--- config.mk ---
export PLATFORM = sky130hd
export DESIGN_NAME = pendulum_drive_sequencer
export DESIGN_NICKNAME = d
export VERILOG_FILES = /design/src/rtl/pendulum_drive_sequencer.sv
export SDC_FILE = /design/constraint.sdc
export NUM_CORES = 1
export LEC_CHECK = 0
export CAP_MARGIN = 0
export CELL_PAD_IN_SITES_DETAIL_PLACEMENT = 2
export CELL_PAD_IN_SITES_GLOBAL_PLACEMENT = 2
export CORE_MARGIN = 5
export CORE_UTILIZATION = 39
export CTS_BUF_LIST = sky130_fd_sc_hd__clkbuf_4
export DETAILED_ROUTE_END_ITERATION = 10
export PLACE_DENSITY = 0.95
export SYNTH_ARGS = -nofsm -noshare
export SYNTH_HDL_FRONTEND = slang
export SYNTH_SLANG_ARGS = --single-unit
--- constraint.sdc ---
create_clock -name clk -period 6 [get_ports clk]
set_input_delay 1.2 -clock clk [delete_from_list [all_inputs] [get_ports clk]]
set_output_delay 1.2 -clock clk [all_outputs]
set_load 0.02 [all_outputs]
--- src/rtl/pendulum_drive_sequencer.sv ---
// Pendulum actuator sequencer: tracks encoder position, latches swing amplitude at
// reversals, and fires one timed Drive/Load window per zero crossing (or a kick when stalled).
module pendulum_drive_sequencer #(
  parameter int CNT_W    = 12,
  parameter int TICK_DIV = 4000,
  parameter int STALL_MS = 500
) (
  input  logic             clk,
  input  logic             reset,
  input  logic             en,
  input  logic             enc_step,
  input  logic             enc_dir,
  input  logic [2:0]       R,
  input  logic [CNT_W-1:0] amp_limit,
  output logic             drive,
  output logic             load,
  output logic             drive_dir,
  output logic [CNT_W-1:0] amplitude,
  output logic [2:0]       state,
  output logic             busy
);
  localparam int TICK_W  = (TICK_DIV > 1) ? $clog2(TICK_DIV) : 1;
  localparam int STALL_W = $clog2(STALL_MS + 1);
  localparam logic [CNT_W-1:0] POS_MIN = {1'b1, {(CNT_W-1){1'b0}}};
  localparam logic [CNT_W-1:0] POS_MAX = {1'b0, {(CNT_W-1){1'b1}}};

  typedef enum logic [2:0] {
    S_IDLE  = 3'd0,
    S_ARMED = 3'd1,
    S_DRIVE = 3'd2,
    S_LOAD  = 3'd3,
    S_COOL  = 3'd4
  } state_e;

  state_e             state_q, state_d;
  logic [CNT_W-1:0]   pos_q, pos_d;
  logic               last_dir_q, last_dir_d;
  logic [CNT_W-1:0]   amp_q, amp_d;
  logic [TICK_W-1:0]  presc_q, presc_d;
  logic [STALL_W-1:0] stall_q, stall_d;
  logic [2:0]         win_q, win_d;
  logic               dir_q, dir_d;

  logic [CNT_W-1:0] pos_step, pos_abs;
  logic             zero_x, rev, tick, stall_hit, kick, enter;

  assign pos_step  = enc_dir ? pos_q + CNT_W'(1) : pos_q - CNT_W'(1);
  assign zero_x    = enc_step && (pos_step == '0);
  assign rev       = enc_step && (enc_dir != last_dir_q);
  assign tick      = (presc_q == TICK_W'(TICK_DIV - 1));
  assign stall_hit = (stall_q == STALL_W'(STALL_MS));
  // The most negative position has no positive twin; clamp it to the largest magnitude.
  assign pos_abs   = !pos_q[CNT_W-1] ? pos_q :
                     (pos_q == POS_MIN) ? POS_MAX : (~pos_q + CNT_W'(1));

  always_comb begin
    state_d    = state_q;
    pos_d      = enc_step ? pos_step : pos_q;
    last_dir_d = enc_step ? enc_dir : last_dir_q;
    amp_d      = rev ? pos_abs : amp_q;
    presc_d    = tick ? '0 : presc_q + TICK_W'(1);
    stall_d    = enc_step ? '0 :
                 (tick && !stall_hit) ? stall_q + STALL_W'(1) : stall_q;
    win_d      = win_q;
    dir_d      = dir_q;
    kick       = 1'b0;
    enter      = 1'b0;

    if (!en) begin
      state_d = S_IDLE;
    end else begin
      case (state_q)
        S_IDLE:  state_d = S_ARMED;
        S_ARMED: begin
          // A crossing beats a simultaneous stall timeout.
          if (zero_x) begin
            state_d = (amp_q < amp_limit) ? S_DRIVE : S_LOAD;
            dir_d   = enc_dir;
            enter   = 1'b1;
          end else if (stall_hit) begin
            kick = 1'b1;
          end
        end
        S_DRIVE, S_LOAD: begin
          if (tick) begin
            if (win_q == 3'd0) state_d = S_COOL;
            else               win_d   = win_q - 3'd1;
          end
        end
        S_COOL: begin
          if (rev)            state_d = S_ARMED;
          else if (stall_hit) kick    = 1'b1;
        end
        default: state_d = S_IDLE;
      endcase

      if (kick) begin
        state_d = S_DRIVE;
        dir_d   = 1'b1;
        amp_d   = '0;
        stall_d = '0;
        enter   = 1'b1;
      end
      // Restart the prescaler so the window is a whole number of ticks long.
      if (enter) begin
        presc_d = '0;
        win_d   = R;
      end
    end
  end

  always_ff @(posedge clk or posedge reset) begin
    if (reset) begin
      state_q    <= S_IDLE;
      pos_q      <= '0;
      last_dir_q <= 1'b1;
      amp_q      <= '0;
      presc_q    <= '0;
      stall_q    <= '0;
      win_q      <= '0;
      dir_q      <= 1'b0;
    end else begin
      state_q    <= state_d;
      pos_q      <= pos_d;
      last_dir_q <= last_dir_d;
      amp_q      <= amp_d;
      presc_q    <= presc_d;
      stall_q    <= stall_d;
      win_q      <= win_d;
      dir_q      <= dir_d;
    end
  end

  assign drive     = (state_q == S_DRIVE);
  assign load      = (state_q == S_LOAD);
  assign busy      = drive | load;
  assign drive_dir = dir_q;
  assign amplitude = amp_q;
  assign state     = state_q;
endmodule

# --- Word-level counts from Yosys, hierarchy flattened ---
# Index checks and enable logic that the tools add are counted.
totals:
  ff_bits: 53
  inputBits: 20
  out_inout_bits: 19
  wordCells: 82
classes:
  n_addsub: 6
  n_lt_le_gt_ge: 1
  eq_ne: 13
  muxes: 37
  n_bitwise: 2
  n_reduce_logical: 15
op_table:
  columns: ["op", "count"]
  rows:
  - ["$mux W12", 9]
  - ["$add A12 B1 Y12 const B", 3]
  - ["$mux W9", 4]
  - ["$mux W3", 10]
  - ["$eq A12 B12 Y1 const B", 2]
  - ["$ne A4 B4 Y1 const B", 4]
  - ["$logic_not A12 Y1", 1]
  - ["$lt A12 B12 Y1", 1]
  - ["$mux W1", 12]
  - ["$not A12 Y12", 1]
  - ["$pmux W3 S4", 1]
  - ["$sub A12 B1 Y12 const B", 1]
  - ["$add A9 B1 Y9 const B", 1]
  - ["$eq A9 B9 Y1 const B", 1]
  - ["$reduce_and A4 Y1", 2]
  - ["$reduce_bool A2 Y1", 4]
  - ["$eq A3 B2 Y1 const B", 2]
  - ["$logic_not A3 Y1", 2]
  - ["$eq A3 B1 Y1 const B", 1]
  - ["$eq A3 B3 Y1 const B", 1]
  - ["$logic_and A1 B1 Y1", 3]
  - ["$reduce_and A3 Y1", 1]
  - ["$sub A3 B1 Y3 const B", 1]
  - ["$ne A2 B1 Y1 const B", 1]
  - ["other kinds (5)", 5]

# --- Longest topological paths before layout ---
depth:
  ltp_word: 11
  depth_mapped: 13
  ltp_nobuf: 11

# --- Worst setup path after synthesis ---
# Ideal clock, no wire load.
synth_timing:
  path_type: "input port to flip-flop"
  startpoint: "in enc_dir"
  endpoint: "reg win_q[1]"
  setup_time_ps: 79
  arrival_ps: 4712
  required_time_ps: 5921
  path_slack_ps: 1209
  cell_stages: 13
  cell_sequence: "inv_1 ha_1 and2_4 a221o_1 or3_1 a2111oi_0 or3b_1 or4_4 buf_6 a211oi_2 buf_4 or2_2 mux2i_1"
synth_via:
  elab_chain_len: 10
synth_rtl:
  columns: ["item", "line_no", "source"]
  rows:
  - ["start: declaration", "12", "input logic enc_dir,"]
  - ["$mux W12", "47", "assign pos_step = enc_dir ? pos_q + CNT_W'(1) : pos_q - CNT_W'(1);"]
  - ["$logic_not A12 Y1", "48", "assign zero_x = enc_step && (pos_step == '0);"]
  - ["$logic_and A1 B1 Y1", "48", null]
  - ["$mux W1", "76", "if (zero_x) begin"]
  - ["$pmux W1 S2", "72", "case (state_q)"]
  - ["$mux W1", "69", "if (!en) begin"]
  - ["$mux W1 *", "97", "if (kick) begin"]
  - ["$mux W1 *", "69", null]
  - ["$ne A2 B1 Y1 (no line) / $reduce_bool A2 Y1 (equally long branches)", null, null]
  - ["$reduce_and A4 Y1 (no line)", null, null]
  - ["end signal: assignment", "129", "win_q <= win_d;"]
  - ["end: declaration", "41", "logic [2:0] win_q, win_d;"]
# Mark *: on every way between the ends. The rest lies on a longest branch, timed or not. The select of a mux whose other input is x is not followed.
# A chain may end at the register's enable or synchronous reset.

# --- Worst setup path after layout ---
layout_timing:
  startpoint: "in enc_dir"
  endpoint: "reg dir_q, in the netlist drive_dir"
layout_via:
  elab_chain_len: 8
layout_rtl:
  columns: ["item", "line_no", "source"]
  rows:
  - ["$mux W12", "47", null]
  - ["$logic_not A12 Y1", "48", null]
  - ["$logic_and A1 B1 Y1", "48", null]
  - ["$mux W1", "76", null]
  - ["$pmux W1 S2", "72", null]
  - ["$mux W1", "69", null]
  - ["$reduce_bool A2 Y1 (no line)", null, null]
  - ["$reduce_and A3 Y1 (no line)", null, null]
  - ["end signal: assignment", "130", "dir_q <= dir_d;"]
  - ["end: declaration", "42", "logic dir_q, dir_d;"]
# Parallel ways exist; a longest one is shown, timed or not. The select of a mux whose other input is x is not followed.

==> flow_metrics.py <==
metrics = {
    "worst_setup_path": {
        "cp-startpoint": "enc_dir",
        "r2r_slack_ns": 1.74,
        "r2r-start": "pos_q[4]",
        "slowest_delay_ns": 0.59,
        "cp_max_fo": 7,
        "r2r-end": "drive_dir",
        "start_kind": "input port",
        "crit_family": "simple AND/OR/NAND/NOR gates",
        "worstPathArrival_ns": 5.60,
        "critPathSlowestCell": "or4_4",
        "crit_chain": "clkdlybuf4s50_1, inv_1, ha_1, and2_4, a221o_1, or3_1, a2111oi_0, or3b_1, or4_4, a211oi_2, buf_4, nor2_1, a31oi_1",
        "cp_num_buf_inv": 3,
        "ff2ff_path_depth": 11,
        "critPathKind": "input port to register",
        "required_ns": 6.30,
        "crit_path_end_kind": "register",
    },
    "sta": {
        "fin_tns_setup_ns": 0,
        "slew_violations": 0,
        "layout_setup_ws_ns": 0.696,
        "rsz0062_at_grt": "false",
        "skew_ns": 0.0253,
        "period_needed_ns": 5.30,
        "setup_violations": 0,
        "fin_crit_sh_pct": 88.4,
        "hold_viol": 0,
        "relSlewSlack_pct": 43.5,
        "max_freq_ghz": 0.189,
        "worst_pin_slew_ns": 0.841,
    },
    "cells_and_area": {
        "syn_to_final_growth_pct": 14.9,
        "fillers": 1031,
        "final_cell_mix": "nor2_1, dfrtp_1, clkdlybuf4s50_1",
        "drive_gt1_share_pct": 8.60,
        "diodes": 0,
        "stdcell_count": 553,
        "finalCoreUtilization_pct": 45.5,
        "final-seq-area_sq_mm": 0.00133,
        "final_nets": 490,
        "multi_input_area_sq_mm": 0.00211,
        "final_cell_area_sq_mm": 0.00415,
    },
    "clock_network": {
        "clkTransAtPathRegs_ns": 0.15,
        "cts_max_path_buffers": 2,
        "cts_resized": 0,
        "h-tree-depth": 2,
        "cts_sinks": 53,
        "cts_root_buf": "clkbuf_4",
        "postCtsHoldBufs": 0,
        "cts_made_buffers": 5,
        "post_cts_buffers": 0,
        "clk_latency_ns": 0.39,
        "cts_tree": "built",
    },
    "place": {
        "dp_cells": 545,
        "preCtsSetupSlack_ns": 0.225,
        "portBuffers": 38,
        "gp_congestion": 0.786,
        "dpl.hpwl_mm": 8.33,
        "place_area_sq_mm": 0.00409,
    },
    "status": {
        "status": "complete, no violations",
    },
    "synthesis": {
        "postSynthCellCount": 404,
        "ys.warnings.count": 0,
        "synth_cell_type_count": 61,
        "async_reset_ff_share_pct": 100,
        "synth_ff_type": "dfrtp_1",
        "syn_nets": 453,
        "seq_area_frac_synth_pct": 36.8,
        "synth-edff-count": 0,
        "netlist_area_sq_mm": 0.00361,
        "avgSynthCellArea_sq_um": 8.93,
        "yosys_register_bits": 53,
    },
    "drt": {
        "dr_total_vias": 3093,
        "first_iter_violations": 67,
        "postRouteAntennaNets": 0,
        "wirelength_mm": 10.4,
        "drc": 0,
        "routedWlPerCell_um": 18.8,
        "viasPerCell": 5.59,
        "drt_first_pass_iters": 4,
    },
    "global_routing": {
        "antenna_found_initial": 0,
        "grt_pass1_wl_mm": 17.8,
        "grt_pass1_vias": 3492,
        "track_usage_pct": 19.4,
        "grt_max_degree": 54,
        "grt_overflow": 0,
    },
    "floorplanning": {
        "fp-row-count": 35,
        "die_w_um": 106,
        "start_util_pct": 39.6,
        "core_area_sq_mm": 0.00911,
        "die_h_um": 106,
        "pin_count": 39,
        "dieArea_sq_mm": 0.0113,
    },
    "flow_run": {
        "cap_violations": 0,
    },
    "worst_hold_path": {
        "min_path_type": "register to register",
        "hold-path-endpoint": "presc_q[0]",
        "min_from": "presc_q[0]",
        "whs_path_depth": 1,
    },
    "power_and_ir_drop": {
        "p_per_area_mw_per_mm2": 426,
        "vdd_drop_max_mv": 0.160,
        "p_leak_uw": 0.00180,
    },
}
## through the flow
stage / power (uW) / hold slack (ns)
2_1_floorplan: 1270 / 0.446
3_3_place_gp: 1510 / 0.478
3_5_place_dp: 1610 / 0.492
4_1_cts: 1790 / 0.513
5_1_grt: 1920 / 0.540
6_report: 1770 / 0.507
## Yosys cell counts, types with 8 or more instances
cell      n  share of area [%]
nor2_1   52                5.4
inv_1    28                2.9
xnor2_1  23                5.6
ha_1     28                9.7
nor3_1   13                1.8
nand3_1  17                2.4
nor2_2    8                1.4
a21oi_1  16                2.2
dfrtp_1  52                 36
o21ai_0   9                1.2
a21o_1    9                1.9
nand2_1  32                3.3
xor2_1   10                2.4
## area by class of cell
type	instances	share of cell area, %
Clock buffer	5	0.905
Clock inverter	3	0.422
Inverter	28	2.53
Multi-Input combinational cell	311	50.9
Sequential cell	53	32.0
Tap cell	111	3.35
Timing Repair Buffer	42	9.90
## per-layer routing
layer | share of wire [%] | vias up | global-route usage [%] | wire length, um
met5 | 0 | - | 0 | 0
met4 | 0.73 | 0 | 3.42 | 76
met3 | 1.6 | 8 | 1.88 | 165
met2 | 54 | 24 | 36.8 | 5580
met1 | 44 | 1576 | 23.9 | 4580
li1 | - | 1485 | - | -
## registers in the layout (all words and copies together), names as in the netlist
register	cells
drive_dir	1
pos_q	12
amplitude	12
state	3
last_dir_q	1
stall_q	9
win_q	3
presc_q	12
## where the power goes
part	internal, uW	leakage [uW]	switching (uW)	total, uW
logic	431	0.00112	506	937
registers	476	0.000640	186	662
clock network	44.9	0.0000326	122	167
total	952	0.00180	814	1770
## kinds of logic (layout without fill, tap and decap cells)
| family | count (synthesis) | after routing | synth area share [%] |
|---|---|---|---|
| DFF | 53 | 53 | 36.8 |
| buffers and inverters | 40 | 78 | 4.75 |
| xor gates and xnor gates | 33 | 33 | 8.01 |
| adders and majority gates | 29 | 29 | 10.3 |
| AOI/OAI and AO/OA | 80 | 80 | 15.8 |
| muxes | 10 | 10 | 2.98 |
| and+or+nand+nor | 159 | 159 | 21.4 |
## how the worst max path moves through the flow
stage | cells after the start | slack [ns] | to
floorplan | 13 | 1.21 | win_q[1]
global placement | 12 | 0.46 | stall_q[1]
detailed placement | 13 | 0.23 | drive_dir
CTS | 13 | 0.64 | drive_dir
global route | 13 | 0.47 | drive_dir
finish | 13 | 0.70 | drive_dir
No activity file was read; power rests on OpenSTA's default activity.
